<file path="src/rtl/pwm_pkg.sv">
// Shared PWM definitions: FSM state encoding and default counter width.
// Used by the PWM generator and the capture block.
package pwm_pkg;

  localparam int PWM_CW = 16;

  typedef enum logic [1:0] {
    IDLE,
    HIGH,
    LOW
  } pwm_state_t;

endpackage

</file>
<file path="src/rtl/pwm_sync.sv">
// Two-flop synchronizer for an asynchronous PWM line.
// Reusable for any single-bit PWM input.
module pwm_sync (
  input  logic ck,
  input  logic rst_n,
  input  logic d,
  output logic q
);

  logic s1;

  always_ff @(posedge ck or negedge rst_n) begin
    if (!rst_n) begin
      s1 <= 1'b0;
      q  <= 1'b0;
    end else begin
      s1 <= d;
      q  <= s1;
    end
  end

endmodule

</file>
<file path="src/rtl/pwm_capture.sv">
// PWM capture: measures period and high time of pwm_in in ck cycles.
// Optional glitch filter: define PWM_CAPTURE_GLITCH_FILTER_EN.
module pwm_capture
  import pwm_pkg::*;
#(
  parameter int CW   = PWM_CW,
  parameter int FILT = 3
) (
  input  logic          ck,
  input  logic          rst_n,
  input  logic          pwm_in,
  output logic [CW-1:0] period,
  output logic [CW-1:0] high_time,
  output logic          valid,
  output logic          timeout,
  output logic          level
);

  localparam logic [CW-1:0] CMAX = '1;

  logic          s2;
  logic          lvl;
  logic          s3;
  logic          rise;
  logic          fall;
  logic          sat;
  logic [CW-1:0] cnt;
  logic [CW-1:0] hi_cap;
  logic          pub;
  logic          cap;
  logic          tmo;
  pwm_state_t    state;
  pwm_state_t    state_n;

  pwm_sync u_sync (
    .ck    (ck),
    .rst_n (rst_n),
    .d     (pwm_in),
    .q     (s2)
  );

`ifdef PWM_CAPTURE_GLITCH_FILTER_EN
  localparam int FW = $clog2(FILT + 1);

  logic [FW-1:0] fcnt;
  logic          filt;

  // Level flips only after FILT consecutive disagreeing samples
  always_ff @(posedge ck or negedge rst_n) begin
    if (!rst_n) begin
      filt <= 1'b0;
      fcnt <= '0;
    end else if (s2 == filt) begin
      fcnt <= '0;
    end else if (fcnt == FW'(FILT - 1)) begin
      filt <= s2;
      fcnt <= '0;
    end else begin
      fcnt <= fcnt + 1'b1;
    end
  end

  assign lvl = filt;
`else
  localparam int unused_filt = FILT;

  assign lvl = s2;
`endif

  assign rise = lvl & ~s3;
  assign fall = ~lvl & s3;
  assign sat  = (cnt == CMAX);

  always_ff @(posedge ck or negedge rst_n) begin
    if (!rst_n) begin
      s3  <= 1'b0;
      cnt <= '0;
    end else begin
      s3 <= lvl;
      if (rise) begin
        cnt <= CW'(1);
      end else if (!sat) begin
        cnt <= cnt + 1'b1;
      end
    end
  end

  always_ff @(posedge ck or negedge rst_n) begin
    if (!rst_n) begin
      state <= IDLE;
    end else begin
      state <= state_n;
    end
  end

  // An edge in the saturation cycle takes priority over timeout
  always_comb begin
    state_n = state;
    pub     = 1'b0;
    cap     = 1'b0;
    tmo     = 1'b0;
    unique case (state)
      IDLE: begin
        if (rise) begin
          state_n = HIGH;
        end
      end
      HIGH: begin
        if (fall) begin
          cap     = 1'b1;
          state_n = LOW;
        end else if (sat) begin
          tmo     = 1'b1;
          state_n = IDLE;
        end
      end
      LOW: begin
        if (rise) begin
          pub     = 1'b1;
          state_n = HIGH;
        end else if (sat) begin
          tmo     = 1'b1;
          state_n = IDLE;
        end
      end
      default: state_n = IDLE;
    endcase
  end

  always_ff @(posedge ck or negedge rst_n) begin
    if (!rst_n) begin
      hi_cap    <= '0;
      period    <= '0;
      high_time <= '0;
      valid     <= 1'b0;
      timeout   <= 1'b0;
      level     <= 1'b0;
    end else begin
      valid   <= pub;
      timeout <= tmo;
      if (cap) begin
        hi_cap <= cnt;
      end
      if (pub) begin
        period    <= cnt;
        high_time <= hi_cap;
      end
      if (tmo) begin
        level <= s2;
      end
    end
  end

endmodule

</file>
<file path="config.mk">
export PLATFORM = sky130hd
export DESIGN_NAME = pwm_capture
export DESIGN_NICKNAME = d
export VERILOG_FILES = /design/src/rtl/pwm_pkg.sv /design/src/rtl/pwm_sync.sv /design/src/rtl/pwm_capture.sv
export SDC_FILE = /design/constraint.sdc
export NUM_CORES = 1
export LEC_CHECK = 0
export BUFFER_PORTS_ARGS = -buffer_cell sky130_fd_sc_hd__clkbuf_2
export CORE_MARGIN = 2
export CORE_UTILIZATION = 50
export CTS_CLUSTER_DIAMETER = 150
export CTS_CLUSTER_SIZE = 14
export DETAILED_ROUTE_END_ITERATION = 6
export GPL_ROUTABILITY_DRIVEN = 1
export PLACE_DENSITY = 0.73
export SETUP_SLACK_MARGIN = 0.1
export SYNTH_ARGS = -nofsm -noshare
export SYNTH_HDL_FRONTEND = slang
export SYNTH_SLANG_ARGS = --single-unit
</file>
<file path="constraint.sdc">
create_clock -name ck -period 1.75 [get_ports ck]
set_input_delay 0.0875 -clock ck [delete_from_list [all_inputs] [get_ports ck]]
set_output_delay 0.0875 -clock ck [all_outputs]
set_load 0.01 [all_outputs]
</file>
* Word level (Yosys, flattened, before mapping) *
Index checks and enable logic that the tools add are counted.

storage, ports and cells
  input bits = 3
  output and inout port bits = 35
  register bits after elaboration = 72
  word-level logic and storage cells = 37

cells by class
  reduce and logical (&&, ||, !) cells = 1
  bitwise gates (word level) = 4
  eq/ne operators = 5
  muxes and demuxes = 15
  add/subtract/negate cells = 1

operator list
  kind                                                             number
  16-bit 2-to-1 mux                                                2
  16-bit by 1-bit adder with 16-bit output, second input constant  1
  16-bit == test, second input constant                            1
  2-bit 2-to-1 mux                                                 4
  1-bit 2-to-1 mux                                                 7
  2-bit case mux with 3 select lines                               1
  2-bit inequality test, second input constant                     2
  1-bit AND                                                        2
  2-bit by 1-bit == test with 1-bit output, second input constant  1
  2-bit == test, second input constant                             1
  2-bit logical NOT                                                1
  1-bit NOT                                                        2
  1-bit case mux with 2 select lines                               1

* Longest topological paths before layout *
Gate-level depths: netlist of run 1.

  word-level depth = 4
  depth in mapped cells = 7
  mapped depth without buffers = 6

* By module *
From an unflattened synthesis of run 1, not the netlist that was laid out.

unflattened totals
  cell total of the unflattened synthesis = 225
  area total of the unflattened synthesis = 2984.1 µm²

by module, submodules not included
  module       seq. area each (µm²)  times used  cells each  area each (µm²)
  pwm_capture  1751.7                1           223         2934.1
  pwm_sync     50.0                  1           2           50.0

* Least setup slack after synthesis of run 1 *
OpenSTA, ideal clock, no wires.

  kind = reg2reg
  start point = reg state[0]
  end point = reg hi_cap[10]
  required time = 1625 ps
  stages on the path, launching flop included = 6
  buffers on the path = 2
  data arrival time = 1748 ps
  setup time = 125 ps
  setup slack = -122 ps
  clock period less this slack = 1872 ps
  path through = dfrtp_1 -> ha_1 -> nand3b_1 -> clkbuf_1 -> clkbuf_1 -> mux2_2

on the way
  word-level cells in the longest chain between the ends = 2

ends and longest elaborated chain
  item                                      line                source
  from (decl)                               pwm_capture.sv:32   pwm_state_t state;
  from (signal assigned)                    pwm_capture.sv:92   state <= state_n;
  2-bit by 1-bit == test with 1-bit output  pwm_capture.sv:102  unique case (state)
  1-bit 2-to-1 mux                          pwm_capture.sv:102
  to (signal assigned)                      pwm_capture.sv:142  hi_cap <= cnt;
  to (decl)                                 pwm_capture.sv:28   logic [CW-1:0] hi_cap;

Every way passes these cells.
A chain may end at the register's enable or synchronous reset.

* Worst setup path in the final report of run 1 *
  start point = reg cnt[0]
  end point = reg cnt[13]

on the way
  word-level cells in the longest chain between the ends = 3
  elaborated cells on any way between the ends = 5
  those cells by class = 1 x add/sub; 2 x eq/ne; 2 x mux

ends and longest elaborated chain
  item                                      line               source
  from (decl)                               pwm_capture.sv:27  logic [CW-1:0] cnt;
  from (signal assigned)                    pwm_capture.sv:83  cnt <= cnt + 1'b1;
  16-bit by 1-bit adder with 16-bit output  pwm_capture.sv:83
  16-bit 2-to-1 mux                         pwm_capture.sv:82  end else if (!sat) begin
  16-bit 2-to-1 mux                         pwm_capture.sv:80  if (rise) begin

Parallel ways exist; a longest one is shown, timed or not. The select of a mux whose other input is x is not followed.

==> run_summary.xml, run 1 <==
<?xml version="1.0" encoding="UTF-8"?>
<metrics>
  <group name="critical_path">
    <metric name="critPathKind" unit="">reg -&gt; reg</metric>
    <metric name="cp-end-kind" unit="">flop</metric>
    <metric name="cp-endpoint" unit="">cnt[13]</metric>
    <metric name="reg2reg_from" unit="">cnt[0]</metric>
    <metric name="ff2ff_setup_slack" unit="ns">0.11</metric>
    <metric name="worst_flop_to_flop_path_endpoint" unit="">cnt[13]</metric>
    <metric name="cp.arrival" unit="ns">1.91</metric>
    <metric name="crit_path_max_fanout" unit="">8</metric>
    <metric name="required" unit="ns">2.02</metric>
    <metric name="startpoint" unit="">cnt[0]</metric>
    <metric name="number_of_cells_on_the_worst_reg_to_reg_path" unit="">5</metric>
    <metric name="worstSetupStartpointType" unit="">flop</metric>
  </group>
  <group name="detailed_routing">
    <metric name="dr_wl_met2" unit="mm">3.04</metric>
    <metric name="detail_route.wl_per_cell" unit="um">15.7</metric>
    <metric name="detail_route.first_pass.iterations" unit="">4</metric>
    <metric name="drt-total-wl" unit="mm">5.84</metric>
    <metric name="num_vias" unit="">2070</metric>
    <metric name="drt-vias-per-instance" unit="">5.55</metric>
    <metric name="remaining_drc_errors" unit="">0</metric>
    <metric name="drt_first_iter_violations" unit="">100</metric>
    <metric name="postRouteAntennaNets" unit="">0</metric>
    <metric name="met3RoutedLength" unit="um">296</metric>
    <metric name="topRoutingLayerUsed" unit="">met4</metric>
    <metric name="routedLengthMet1" unit="mm">2.42</metric>
  </group>
  <group name="floorplanning">
    <metric name="core_area" unit="um^2">5890</metric>
    <metric name="effective_utilization_at_floorplan" unit="">0.515</metric>
    <metric name="placementRows" unit="">28</metric>
    <metric name="fp.dieW" unit="um">81.9</metric>
    <metric name="die_area" unit="um^2">6710</metric>
    <metric name="die_h" unit="um">81.9</metric>
    <metric name="io-pin-count" unit="">38</metric>
  </group>
  <group name="timing">
    <metric name="worst_pin_slew" unit="ns">0.504</metric>
    <metric name="max-slew-margin-rel" unit="">0.664</metric>
    <metric name="fin_crit_sh" unit="">0.939</metric>
    <metric name="period_needed" unit="ns">1.64</metric>
    <metric name="grt_setup_unrepaired" unit="">yes</metric>
    <metric name="clock-skew-final" unit="ns">0.00896</metric>
    <metric name="setup_viol" unit="">0</metric>
    <metric name="final.setup.tns" unit="ns">0</metric>
    <metric name="timing.hold.ws" unit="ns">0.245</metric>
    <metric name="layout_setup_ws" unit="ns">0.107</metric>
    <metric name="final_hold_viol_count" unit="">0</metric>
    <metric name="max_freq" unit="GHz">0.609</metric>
    <metric name="slew_violations" unit="">0</metric>
  </group>
  <group name="synth">
    <metric name="synthTopCellsByArea" unit="">sky130_fd_sc_hd__dfrtp_1, sky130_fd_sc_hd__mux2_2, sky130_fd_sc_hd__nand2_1</metric>
    <metric name="synth_seq_area_share" unit="">0.594</metric>
    <metric name="average_instance_area_after_synthesis" unit="um^2">13.0</metric>
    <metric name="post_synth_inst_count" unit="">234</metric>
    <metric name="post-synth-top-area-fraction" unit="">0.594</metric>
    <metric name="postSynthNetCount" unit="">242</metric>
    <metric name="synthArstFlopShare" unit="">1.00</metric>
    <metric name="postSynth.topFlopCell" unit="">sky130_fd_sc_hd__dfrtp_1</metric>
    <metric name="synth.ff_latch_count" unit="">72</metric>
    <metric name="synth-edff-count" unit="">0</metric>
    <metric name="netlist.top_cell.by_area" unit="">sky130_fd_sc_hd__dfrtp_1</metric>
    <metric name="yosysUniqueCellTypes" unit="">37</metric>
    <metric name="synth_warnings" unit="">0</metric>
    <metric name="synthesis.area" unit="um^2">3030</metric>
  </group>
  <group name="final_layout">
    <metric name="layout-area-overhead-vs-synth" unit="%">23.5</metric>
    <metric name="final_layout_size_suffix_gt1_frac" unit="">0.463</metric>
    <metric name="nets" unit="">302</metric>
    <metric name="design_area" unit="um^2">3750</metric>
    <metric name="diode_insertion_count_for_antenna_repair" unit="">0</metric>
    <metric name="finish.cell_count_without_fillers" unit="">373</metric>
    <metric name="postLayoutCoreUtil" unit="">0.636</metric>
  </group>
  <group name="placement">
    <metric name="gp_routability_congestion" unit="">0.799</metric>
    <metric name="dp_hpwl" unit="mm">3.82</metric>
    <metric name="preCtsSetupSlack" unit="ns">0.0402</metric>
    <metric name="dp_cells" unit="">353</metric>
    <metric name="placed_cell_area" unit="um^2">3450</metric>
    <metric name="port_buffers" unit="">37</metric>
  </group>
  <group name="grt">
    <metric name="grt-ovfl-total" unit="">0</metric>
    <metric name="largest_net_degree_at_the_start_of_global_routing" unit="">46</metric>
    <metric name="grt_pass1_wl" unit="mm">9.53</metric>
    <metric name="grt_antenna_before_repair" unit="">0</metric>
    <metric name="first_global_vias" unit="">2053</metric>
    <metric name="gr-usage-all-layers" unit="">0.192</metric>
  </group>
  <group name="clocking">
    <metric name="numClockSinks" unit="">72</metric>
    <metric name="clock_latency" unit="ns">0.34</metric>
    <metric name="cts_made_buffers" unit="">9</metric>
    <metric name="cts.root.buffer_cell" unit="">sky130_fd_sc_hd__clkbuf_8</metric>
    <metric name="htree_num_levels" unit="">3</metric>
    <metric name="clockBufferDepth" unit="">2</metric>
    <metric name="cts_tree" unit="">built</metric>
    <metric name="clk_transition_reported_paths" unit="ns">0.07</metric>
  </group>
  <group name="min_path">
    <metric name="hold_removal_path_class" unit="">in -&gt; async</metric>
  </group>
  <group name="power">
    <metric name="power-per-cell-area" unit="nW/um^2">1130</metric>
    <metric name="p_leak" unit="nW">1.90</metric>
    <metric name="fin_total_pwr" unit="mW">4.22</metric>
    <metric name="vdd.ir_drop.worst" unit="mV">0.698</metric>
  </group>
  <group name="outcome">
    <metric name="outcome" unit="">complete, no violations</metric>
  </group>
  <group name="job">
    <metric name="max-cap-violations" unit="">0</metric>
  </group>
</metrics>
## report_power, final
part           internal [mW]  leakage [nW]  switching, mW
registers               1.87         0.972          0.152
clock network          0.762         0.108          0.570
logic                  0.433         0.824          0.432
total                   3.07          1.90           1.15
## layer usage
layer / vias up / global-route usage
met5: - / 0
met4: 0 / 0.0817
met3: 10 / 0.0681
met2: 58 / 0.314
met1: 1030 / 0.229
li1: 972 / -
## synth_stat cells (2+ instances only)
| cell | number |
|---|---|
| sky130_fd_sc_hd__nand3_1 | 4 |
| sky130_fd_sc_hd__and4_1 | 5 |
| sky130_fd_sc_hd__nor4_1 | 2 |
| sky130_fd_sc_hd__mux2i_1 | 2 |
| sky130_fd_sc_hd__a31oi_1 | 6 |
| sky130_fd_sc_hd__and3_1 | 2 |
| sky130_fd_sc_hd__or4_1 | 4 |
| sky130_fd_sc_hd__o21ai_0 | 11 |
| sky130_fd_sc_hd__nor2_1 | 4 |
| sky130_fd_sc_hd__o31ai_1 | 4 |
| sky130_fd_sc_hd__nand2_1 | 18 |
| sky130_fd_sc_hd__nand2b_1 | 5 |
| sky130_fd_sc_hd__a21oi_1 | 9 |
| sky130_fd_sc_hd__inv_1 | 5 |
| sky130_fd_sc_hd__ha_1 | 5 |
| sky130_fd_sc_hd__clkbuf_1 | 7 |
| sky130_fd_sc_hd__dfrtp_1 | 72 |
| sky130_fd_sc_hd__buf_2 | 4 |
| sky130_fd_sc_hd__mux2_2 | 45 |
| sky130_fd_sc_hd__a41o_1 | 2 |
| sky130_fd_sc_hd__buf_6 | 2 |
## final cells by class
| class | count | area, um^2 |
|---|---|---|
| timing repair buffer | 62 | 415 |
| clock inverter | 3 | 40.0 |
| fill | 455 | 2140 |
| inverter | 5 | 18.8 |
| multi-input combinational | 144 | 1210 |
| tap | 75 | 93.8 |
| clock buffer | 12 | 165 |
| sequential | 72 | 1810 |
## how the worst min path moves through the flow
| stage | depth (start not counted) | to | start |
|---|---|---|---|
| floorplan | 0 | cnt[0] | rst_n |
| global placement | 1 | period[15] | rst_n |
| detailed placement | 1 | period[15] | rst_n |
| CTS | 2 | period[15] | rst_n |
| global route | 2 | period[15] | rst_n |
| finish | 2 | period[15] | rst_n |
## repair_timing
item / CTS / global route
gates resized for setup: 1 / 17
endpoints found under the setup margin: 5 / 35
hold buffers: 2 / 0
setup buffers: 2 / 1
endpoints found under the hold margin: 21 / 0
pin swaps: 0 / 2
## cells in the final DEF (no fill, tap or decap), types with 3 or more instances in the layout
master,n
sky130_fd_sc_hd__nand2_1,17
sky130_fd_sc_hd__and4_4,3
sky130_fd_sc_hd__nand2b_1,5
sky130_fd_sc_hd__a21oi_1,8
sky130_fd_sc_hd__or4_1,3
sky130_fd_sc_hd__nand3_1,3
sky130_fd_sc_hd__nor2_1,4
sky130_fd_sc_hd__clkbuf_2,36
sky130_fd_sc_hd__a31oi_1,6
sky130_fd_sc_hd__dfrtp_2,4
sky130_fd_sc_hd__ha_1,3
sky130_fd_sc_hd__dfrtp_1,68
sky130_fd_sc_hd__buf_4,20
sky130_fd_sc_hd__inv_1,5
sky130_fd_sc_hd__o21ai_0,11
sky130_fd_sc_hd__mux2_2,45
sky130_fd_sc_hd__buf_12,3
sky130_fd_sc_hd__clkbuf_8,12
sky130_fd_sc_hd__o31ai_1,4
## registers in the layout, indices dropped and copies added (netlist names)
register and flops:
state 2, period 16, u_sync.s1 1, u_sync.q 1, s3 1, valid 1, cnt 16, timeout 1
level 1, hi_cap 16, high_time 16
## critical path, stage by stage, from the launching register on
cell	delay, ns
sky130_fd_sc_hd__dfrtp_1	0.43
sky130_fd_sc_hd__ha_4	0.19
sky130_fd_sc_hd__and3_4	0.18
sky130_fd_sc_hd__and3_4	0.18
sky130_fd_sc_hd__or4_4	0.48
sky130_fd_sc_hd__a21oi_2	0.12
## cell families after synthesis
kind of cell / after synthesis / synth area share
compound gates: 39 / 0.0813
xor+xnor: 1 / 0.00289
fa+ha+maj: 5 / 0.0206
buf+inv: 18 / 0.0289
flops: 72 / 0.594
mux: 47 / 0.174
simple gates: 52 / 0.0986
Power figures use the tool's default switching activity.
==> run 2, diff against run 1 <==
Settings changed: ABC_AREA set to 1, CORE_MARGIN 2 to 10.
==> run 2 against run 1 <==
Critical path depth rose by 3; power fell by 10%; first-iteration DRC count up 86%; synthesized cell count grew 60%; worst setup slack improved by 0.13 ns; via count is 19% higher; sequential cell count unchanged; cell count increased by 34%; sequential share of layout area rose by 1.1 points; sequential power decreased by 2%; critical path type unchanged; largest cell class unchanged; largest power group unchanged; highest routed layer unchanged.
==> run_summary.xml, run 2 <==
<?xml version="1.0" encoding="UTF-8"?>
<metrics>
  <group name="detailed_routing">
    <metric name="detail_route.first_pass.iterations" unit="">4</metric>
    <metric name="drt-total-wl" unit="mm">6.54</metric>
    <metric name="drt_first_iter_violations" unit="">186</metric>
    <metric name="detail_route.wl_per_cell" unit="um">13.1</metric>
    <metric name="postRouteAntennaNets" unit="">0</metric>
    <metric name="drt-vias-per-instance" unit="">4.91</metric>
    <metric name="num_vias" unit="">2456</metric>
    <metric name="remaining_drc_errors" unit="">0</metric>
  </group>
  <group name="clocking">
    <metric name="cts_made_buffers" unit="">9</metric>
    <metric name="cts_tree" unit="">built</metric>
    <metric name="clk_transition_reported_paths" unit="ns">0.08</metric>
    <metric name="clock_latency" unit="ns">0.34</metric>
    <metric name="clockBufferDepth" unit="">2</metric>
    <metric name="htree_num_levels" unit="">3</metric>
    <metric name="numClockSinks" unit="">72</metric>
    <metric name="cts.root.buffer_cell" unit="">sky130_fd_sc_hd__clkbuf_8</metric>
  </group>
  <group name="timing">
    <metric name="clock-skew-final" unit="ns">0.00785</metric>
    <metric name="max_freq" unit="GHz">0.662</metric>
    <metric name="setup_viol" unit="">0</metric>
    <metric name="worst_pin_slew" unit="ns">0.400</metric>
    <metric name="slew_violations" unit="">0</metric>
    <metric name="max-slew-margin-rel" unit="">0.733</metric>
    <metric name="timing.hold.ws" unit="ns">0.276</metric>
    <metric name="final.setup.tns" unit="ns">0</metric>
    <metric name="period_needed" unit="ns">1.51</metric>
    <metric name="fin_crit_sh" unit="">0.863</metric>
    <metric name="final_hold_viol_count" unit="">0</metric>
    <metric name="grt_setup_unrepaired" unit="">no</metric>
  </group>
  <group name="critical_path">
    <metric name="worst_flop_to_flop_path_endpoint" unit="">cnt[0]</metric>
    <metric name="ff2ff_setup_slack" unit="ns">0.24</metric>
    <metric name="required" unit="ns">1.97</metric>
    <metric name="crit_path_max_fanout" unit="">14</metric>
    <metric name="cp_cell_sequence" unit="">ha_2 -&gt; nand2_2 -&gt; nor2_4 -&gt; nand2_4 -&gt; nor2_8 -&gt; nand2_4 -&gt; o21ai_1 -&gt; o21ai_1</metric>
    <metric name="reg2reg_from" unit="">cnt[1]</metric>
    <metric name="cp-endpoint" unit="">cnt[0]</metric>
    <metric name="worstSetupStartpointType" unit="">flop</metric>
    <metric name="number_of_cells_on_the_worst_reg_to_reg_path" unit="">8</metric>
    <metric name="slowest_stage" unit="">sky130_fd_sc_hd__dfrtp_2</metric>
    <metric name="critPathKind" unit="">reg -&gt; reg</metric>
    <metric name="cp.arrival" unit="ns">1.73</metric>
    <metric name="worst_path_dominant_cell_family" unit="">simple AND/OR/NAND/NOR gates</metric>
    <metric name="critical_path_buf_inv_count" unit="">0</metric>
    <metric name="cp-end-kind" unit="">flop</metric>
    <metric name="timing.critical_path.slowest_cell_delay" unit="ns">0.41</metric>
    <metric name="startpoint" unit="">cnt[1]</metric>
    <metric name="path_depth" unit="">8</metric>
  </group>
  <group name="synth">
    <metric name="most_numerous_cell_in_the_yosys_netlist" unit="">sky130_fd_sc_hd__nand2_1</metric>
    <metric name="synth.ff_latch_count" unit="">72</metric>
    <metric name="synth-edff-count" unit="">0</metric>
    <metric name="postSynth.topFlopCell" unit="">sky130_fd_sc_hd__dfrtp_1</metric>
    <metric name="synthTopCellsByArea" unit="">sky130_fd_sc_hd__dfrtp_1, sky130_fd_sc_hd__nand2_1, sky130_fd_sc_hd__o21ai_0</metric>
    <metric name="synth_seq_area_share" unit="">0.569</metric>
    <metric name="yosysUniqueCellTypes" unit="">26</metric>
    <metric name="postSynthNetCount" unit="">382</metric>
    <metric name="synthArstFlopShare" unit="">1.00</metric>
    <metric name="synth_warnings" unit="">0</metric>
    <metric name="post-synth-top-area-fraction" unit="">0.569</metric>
    <metric name="yosys-top-cells-count" unit="">sky130_fd_sc_hd__nand2_1, sky130_fd_sc_hd__dfrtp_1, sky130_fd_sc_hd__o21ai_0</metric>
    <metric name="synthesis.area" unit="um^2">3170</metric>
    <metric name="post_synth_inst_count" unit="">374</metric>
    <metric name="netlist.top_cell.by_area" unit="">sky130_fd_sc_hd__dfrtp_1</metric>
    <metric name="average_instance_area_after_synthesis" unit="um^2">8.47</metric>
  </group>
  <group name="final_layout">
    <metric name="final_layout_size_suffix_gt1_frac" unit="">0.169</metric>
    <metric name="postLayoutCoreUtil" unit="">0.607</metric>
    <metric name="most_frequent_standard_cell_in_the_layout_excluding_fill_and_tap_cells" unit="">sky130_fd_sc_hd__nand2_1</metric>
    <metric name="layout-area-overhead-vs-synth" unit="%">15.5</metric>
    <metric name="diode_insertion_count_for_antenna_repair" unit="">0</metric>
    <metric name="nets" unit="">428</metric>
    <metric name="mostFrequentLayoutCells" unit="">sky130_fd_sc_hd__nand2_1, sky130_fd_sc_hd__dfrtp_1, sky130_fd_sc_hd__o21ai_0, sky130_fd_sc_hd__clkbuf_2, sky130_fd_sc_hd__inv_1</metric>
    <metric name="design_area" unit="um^2">3660</metric>
  </group>
  <group name="floorplanning">
    <metric name="fp.dieW" unit="um">99.6</metric>
    <metric name="io-pin-count" unit="">38</metric>
    <metric name="die_h" unit="um">99.6</metric>
    <metric name="core_area" unit="um^2">6030</metric>
    <metric name="effective_utilization_at_floorplan" unit="">0.526</metric>
    <metric name="placementRows" unit="">28</metric>
    <metric name="die_area" unit="um^2">9920</metric>
  </group>
  <group name="grt">
    <metric name="gr-usage-all-layers" unit="">0.134</metric>
    <metric name="grt_pass1_wl" unit="mm">11.0</metric>
    <metric name="grt_antenna_before_repair" unit="">0</metric>
    <metric name="largest_net_degree_at_the_start_of_global_routing" unit="">73</metric>
    <metric name="grt-ovfl-total" unit="">0</metric>
    <metric name="first_global_vias" unit="">2291</metric>
  </group>
  <group name="outcome">
    <metric name="outcome" unit="">complete, no violations</metric>
  </group>
  <group name="placement">
    <metric name="dp_hpwl" unit="mm">4.66</metric>
    <metric name="placed_cell_area" unit="um^2">3460</metric>
    <metric name="port_buffers" unit="">37</metric>
    <metric name="gp_routability_congestion" unit="">0.922</metric>
  </group>
  <group name="power">
    <metric name="vdd.ir_drop.worst" unit="mV">0.718</metric>
    <metric name="power-per-cell-area" unit="nW/um^2">1040</metric>
    <metric name="p_leak" unit="nW">2.05</metric>
    <metric name="fin_total_pwr" unit="mW">3.79</metric>
  </group>
  <group name="job">
    <metric name="max-cap-violations" unit="">0</metric>
  </group>
  <group name="min_path">
    <metric name="hold_removal_path_class" unit="">in -&gt; async</metric>
  </group>
</metrics>
==> run 2: worst min path at each step <==
stage,cells after the start,end
final,3,high_time[2]
after detailed placement,2,high_time[2]
after floorplan,0,cnt[0]
after global placement,2,high_time[1]
after CTS,3,high_time[2]
after global routing,3,high_time[3]
==> run 2: power breakdown <==
| group | switching [mW] | internal [mW] | total (mW) |
|---|---|---|---|
| Sequential | 0.151 | 1.84 | 1.99 |
| Clock | 0.588 | 0.551 | 1.14 |
| Combinational | 0.416 | 0.248 | 0.664 |
==> run 2: logic make-up (layout without fill, tap and decap cells) <==
family                   after synthesis  in the layout  share of synthesized area
AND/OR/NAND/NOR                      202            202                      0.273
adder cells (fa/ha/maj)                5              5                     0.0197
AO/OA/AOI/OAI                         44             44                     0.0707
buffers and inverters                 50            101                     0.0652
XOR/XNOR                               1              1                    0.00277
flip-flops                            72             72                      0.569
==> run 2: repair_timing <==
action / 4_1_cts / 5_1_grt
hold buffers: 2 / 0
hold endpoints to repair: 73 / 0
setup endpoints to repair: 0 / 2
resized for setup: 0 / 2
buffers inserted: 0 / 1
==> run 2: layout make-up <==
class / count / area, um^2
repair buffers: 47 / 290
fillers: 548 / 2370
inverters: 38 / 143
well taps: 75 / 93.8
flip-flops and latches: 72 / 1800
clock buffers: 13 / 149
multi-input cells: 252 / 1160
clock inverters: 3 / 17.5
==> run 2: through the flow <==
stage               setup slack (ns)  cells
CTS                            0.170    499
global placement               0.215    481
floorplan                      0.361    374
finish                         0.240    500
global route                   0.111    500
detailed placement             0.179    481
==> run 2: per-layer routing <==
layer | global-route usage | vias up | wire (um)
met5 | 0 | - | 0
met4 | 0.0606 | 0 | 186
met3 | 0.0505 | 16 | 507
met2 | 0.190 | 67 | 2730
met1 | 0.177 | 1110 | 3110
li1 | - | 1263 | -
==> run 2: worst min-delay path, cell delays in order <==
cell,delay [ns]
sky130_fd_sc_hd__dlygate4sd3_1,0.52
sky130_fd_sc_hd__buf_2,0.12
sky130_fd_sc_hd__buf_12,0.29
==> run 3, diff against run 2 <==
Settings changed: PLACE_DENSITY 0.73 to 0.7.
Clock period 1.75 ns to 1.8 ns, I/O delays scaled along.
==> run 3 against run 2 <==
Die area unchanged; largest power group unchanged; fmax is 3.4% lower; cell area up 0.62%; clock skew up 0.0013 ns; power is 5.8% higher; hold slack gained 0.051 ns; sequential cell count did not move; via count up 1.2%; worst setup slack lost 0.0027 ns.
==> run_summary.xml, run 3 (synthesis gave the netlist of run 2 again) <==
<?xml version="1.0" encoding="UTF-8"?>
<metrics>
  <group name="placement">
    <metric name="preCtsSetupSlack" unit="ns">0.199</metric>
    <metric name="gp_routability_congestion" unit="">0.925</metric>
    <metric name="dp_cells" unit="">480</metric>
    <metric name="dp_hpwl" unit="mm">4.88</metric>
    <metric name="port_buffers" unit="">37</metric>
  </group>
  <group name="clocking">
    <metric name="numClockSinks" unit="">72</metric>
    <metric name="clk_transition_reported_paths" unit="ns">0.08</metric>
    <metric name="cts_tree" unit="">built</metric>
    <metric name="clock_latency" unit="ns">0.34</metric>
    <metric name="cts.root.buffer_cell" unit="">sky130_fd_sc_hd__clkbuf_8</metric>
    <metric name="post-cts-setup-buffers" unit="">0</metric>
    <metric name="htree_num_levels" unit="">3</metric>
    <metric name="cts_made_buffers" unit="">9</metric>
    <metric name="clockBufferDepth" unit="">2</metric>
  </group>
  <group name="detailed_routing">
    <metric name="drt_first_iter_violations" unit="">156</metric>
    <metric name="drt-vias-per-instance" unit="">4.99</metric>
    <metric name="detail_route.first_pass.iterations" unit="">4</metric>
    <metric name="drt-total-wl" unit="mm">6.80</metric>
    <metric name="detail_route.wl_per_cell" unit="um">13.7</metric>
    <metric name="postRouteAntennaNets" unit="">0</metric>
    <metric name="remaining_drc_errors" unit="">0</metric>
    <metric name="num_vias" unit="">2485</metric>
  </group>
  <group name="timing">
    <metric name="setup_viol" unit="">0</metric>
    <metric name="clock-skew-final" unit="ns">0.00912</metric>
    <metric name="final.setup.tns" unit="ns">0</metric>
    <metric name="final_hold_viol_count" unit="">0</metric>
    <metric name="grt_setup_unrepaired" unit="">no</metric>
    <metric name="worst_pin_slew" unit="ns">0.483</metric>
    <metric name="layout_setup_ws" unit="ns">0.238</metric>
    <metric name="period_needed" unit="ns">1.56</metric>
    <metric name="max-slew-margin-rel" unit="">0.678</metric>
    <metric name="slew_violations" unit="">0</metric>
    <metric name="max_freq" unit="GHz">0.640</metric>
    <metric name="fin_crit_sh" unit="">0.868</metric>
  </group>
  <group name="floorplanning">
    <metric name="effective_utilization_at_floorplan" unit="">0.526</metric>
    <metric name="die_h" unit="um">99.6</metric>
    <metric name="core_area" unit="um^2">6030</metric>
    <metric name="io-pin-count" unit="">38</metric>
    <metric name="placementRows" unit="">28</metric>
    <metric name="fp.dieW" unit="um">99.6</metric>
    <metric name="die_area" unit="um^2">9920</metric>
  </group>
  <group name="grt">
    <metric name="first_global_vias" unit="">2408</metric>
    <metric name="grt_pass1_wl" unit="mm">11.5</metric>
    <metric name="largest_net_degree_at_the_start_of_global_routing" unit="">39</metric>
    <metric name="grt_antenna_before_repair" unit="">0</metric>
    <metric name="grt-ovfl-total" unit="">0</metric>
    <metric name="gr-usage-all-layers" unit="">0.141</metric>
  </group>
  <group name="final_layout">
    <metric name="nets" unit="">426</metric>
    <metric name="final_layout_size_suffix_gt1_frac" unit="">0.170</metric>
    <metric name="mostFrequentLayoutCells" unit="">sky130_fd_sc_hd__nand2_1, sky130_fd_sc_hd__dfrtp_1, sky130_fd_sc_hd__o21ai_0, sky130_fd_sc_hd__clkbuf_2, sky130_fd_sc_hd__inv_1</metric>
    <metric name="layout-area-overhead-vs-synth" unit="%">16.2</metric>
    <metric name="most_frequent_standard_cell_in_the_layout_excluding_fill_and_tap_cells" unit="">sky130_fd_sc_hd__nand2_1</metric>
    <metric name="finish.cell_count_without_fillers" unit="">498</metric>
    <metric name="diode_insertion_count_for_antenna_repair" unit="">0</metric>
    <metric name="layout.filler_cells" unit="">537</metric>
  </group>
  <group name="outcome">
    <metric name="outcome" unit="">complete, no violations</metric>
  </group>
  <group name="critical_path">
    <metric name="number_of_cells_on_the_worst_reg_to_reg_path" unit="">8</metric>
    <metric name="timing.critical_path.slowest_cell_delay" unit="ns">0.43</metric>
    <metric name="cp.arrival" unit="ns">1.79</metric>
    <metric name="reg2reg_from" unit="">cnt[0]</metric>
    <metric name="cp_cell_sequence" unit="">ha_2 -&gt; nand2_2 -&gt; nor2_4 -&gt; nand2_4 -&gt; nor2_8 -&gt; nand2_4 -&gt; o21ai_1 -&gt; o21ai_1</metric>
    <metric name="crit_path_max_fanout" unit="">14</metric>
    <metric name="slowest_stage" unit="">sky130_fd_sc_hd__dfrtp_1</metric>
    <metric name="worst_flop_to_flop_path_endpoint" unit="">cnt[0]</metric>
    <metric name="cp-end-kind" unit="">flop</metric>
    <metric name="worstSetupStartpointType" unit="">flop</metric>
    <metric name="ff2ff_setup_slack" unit="ns">0.24</metric>
    <metric name="critPathKind" unit="">reg -&gt; reg</metric>
    <metric name="required" unit="ns">2.02</metric>
  </group>
  <group name="power">
    <metric name="p_leak" unit="nW">2.07</metric>
    <metric name="vdd.ir_drop.worst" unit="mV">0.661</metric>
    <metric name="power-per-cell-area" unit="nW/um^2">1090</metric>
    <metric name="fin_total_pwr" unit="mW">4.01</metric>
  </group>
  <group name="min_path">
    <metric name="hold_removal_path_class" unit="">in -&gt; async</metric>
  </group>
  <group name="job">
    <metric name="max-cap-violations" unit="">0</metric>
  </group>
</metrics>
-- run 3: cell types whose count changed in the layout (fill, tap and decap cells not counted) --
| cell | before | now |
|---|---|---|
| sky130_fd_sc_hd__clkbuf_1 | 3 | 0 |
| sky130_fd_sc_hd__buf_12 | 2 | 0 |
| sky130_fd_sc_hd__bufinv_16 | 0 | 2 |
| sky130_fd_sc_hd__clkbuf_8 | 10 | 11 |
| sky130_fd_sc_hd__clkinv_4 | 0 | 1 |
| sky130_fd_sc_hd__clkinvlp_4 | 1 | 0 |
| sky130_fd_sc_hd__dfrtp_1 | 71 | 72 |
| sky130_fd_sc_hd__dfrtp_2 | 1 | 0 |
-- run 3: layer usage --
metal  global-route usage  routed length, um
met1                0.176               3120
met2                0.222               3230
met3               0.0346                312
met5                    0                  0
met4               0.0717                137
-- run 3: metrics by stage --
stage | instance area (um^2) | hold slack [ns] | utilization
6_report | 3680 | 0.327 | 0.611
5_1_grt | 3680 | 0.381 | 0.611
4_1_cts | 3680 | 0.332 | 0.610
3_5_place_dp | 3430 | 0.165 | 0.569
3_3_place_gp | 3430 | 0.159 | 0.569
2_1_floorplan | 3170 | -0.206 | -
-- run 3: worst max-delay path: cells and delay by family, from the launching register on --
kind,cells,cell delay [ns]
AND/OR/NAND/NOR,5,0.60
flip-flops,1,0.43
adder cells (fa/ha/maj),1,0.26
AO/OA/AOI/OAI,2,0.17
-- run 3: area by class of cell --
class	instances	area, um^2	share of cell area
Clock buffer	11	151	0.0411
Multi-Input combinational cell	252	1160	0.316
Inverter	38	143	0.0387
Tap cell	75	93.8	0.0255
Timing Repair Buffer	45	250	0.0680
Sequential cell	72	1800	0.489
Clock inverter	5	78.8	0.0214
-- run 3: how the worst max path moves through the flow --
stage	start	end	slack, ns	cells past startpoint
after floorplan	cnt[0]	cnt[0]	0.41	8
after CTS	cnt[0]	cnt[0]	0.19	8
final	cnt[0]	cnt[0]	0.24	8
after global routing	cnt[0]	cnt[0]	0.10	8
after detailed placement	cnt[0]	cnt[0]	0.20	8
after global placement	cnt[0]	cnt[0]	0.25	8
-- run 3: power breakdown --
group | internal (mW) | switching, mW
combinational | 0.228 | 0.411
sequential | 1.79 | 0.146
clock | 0.854 | 0.588
-- run 3: timing repair --
action | CTS | global route
gates resized for setup | 0 | 1
endpoints found under the setup margin | 0 | 2
endpoints found under the hold margin | 73 | 0
hold buffers | 2 | 0
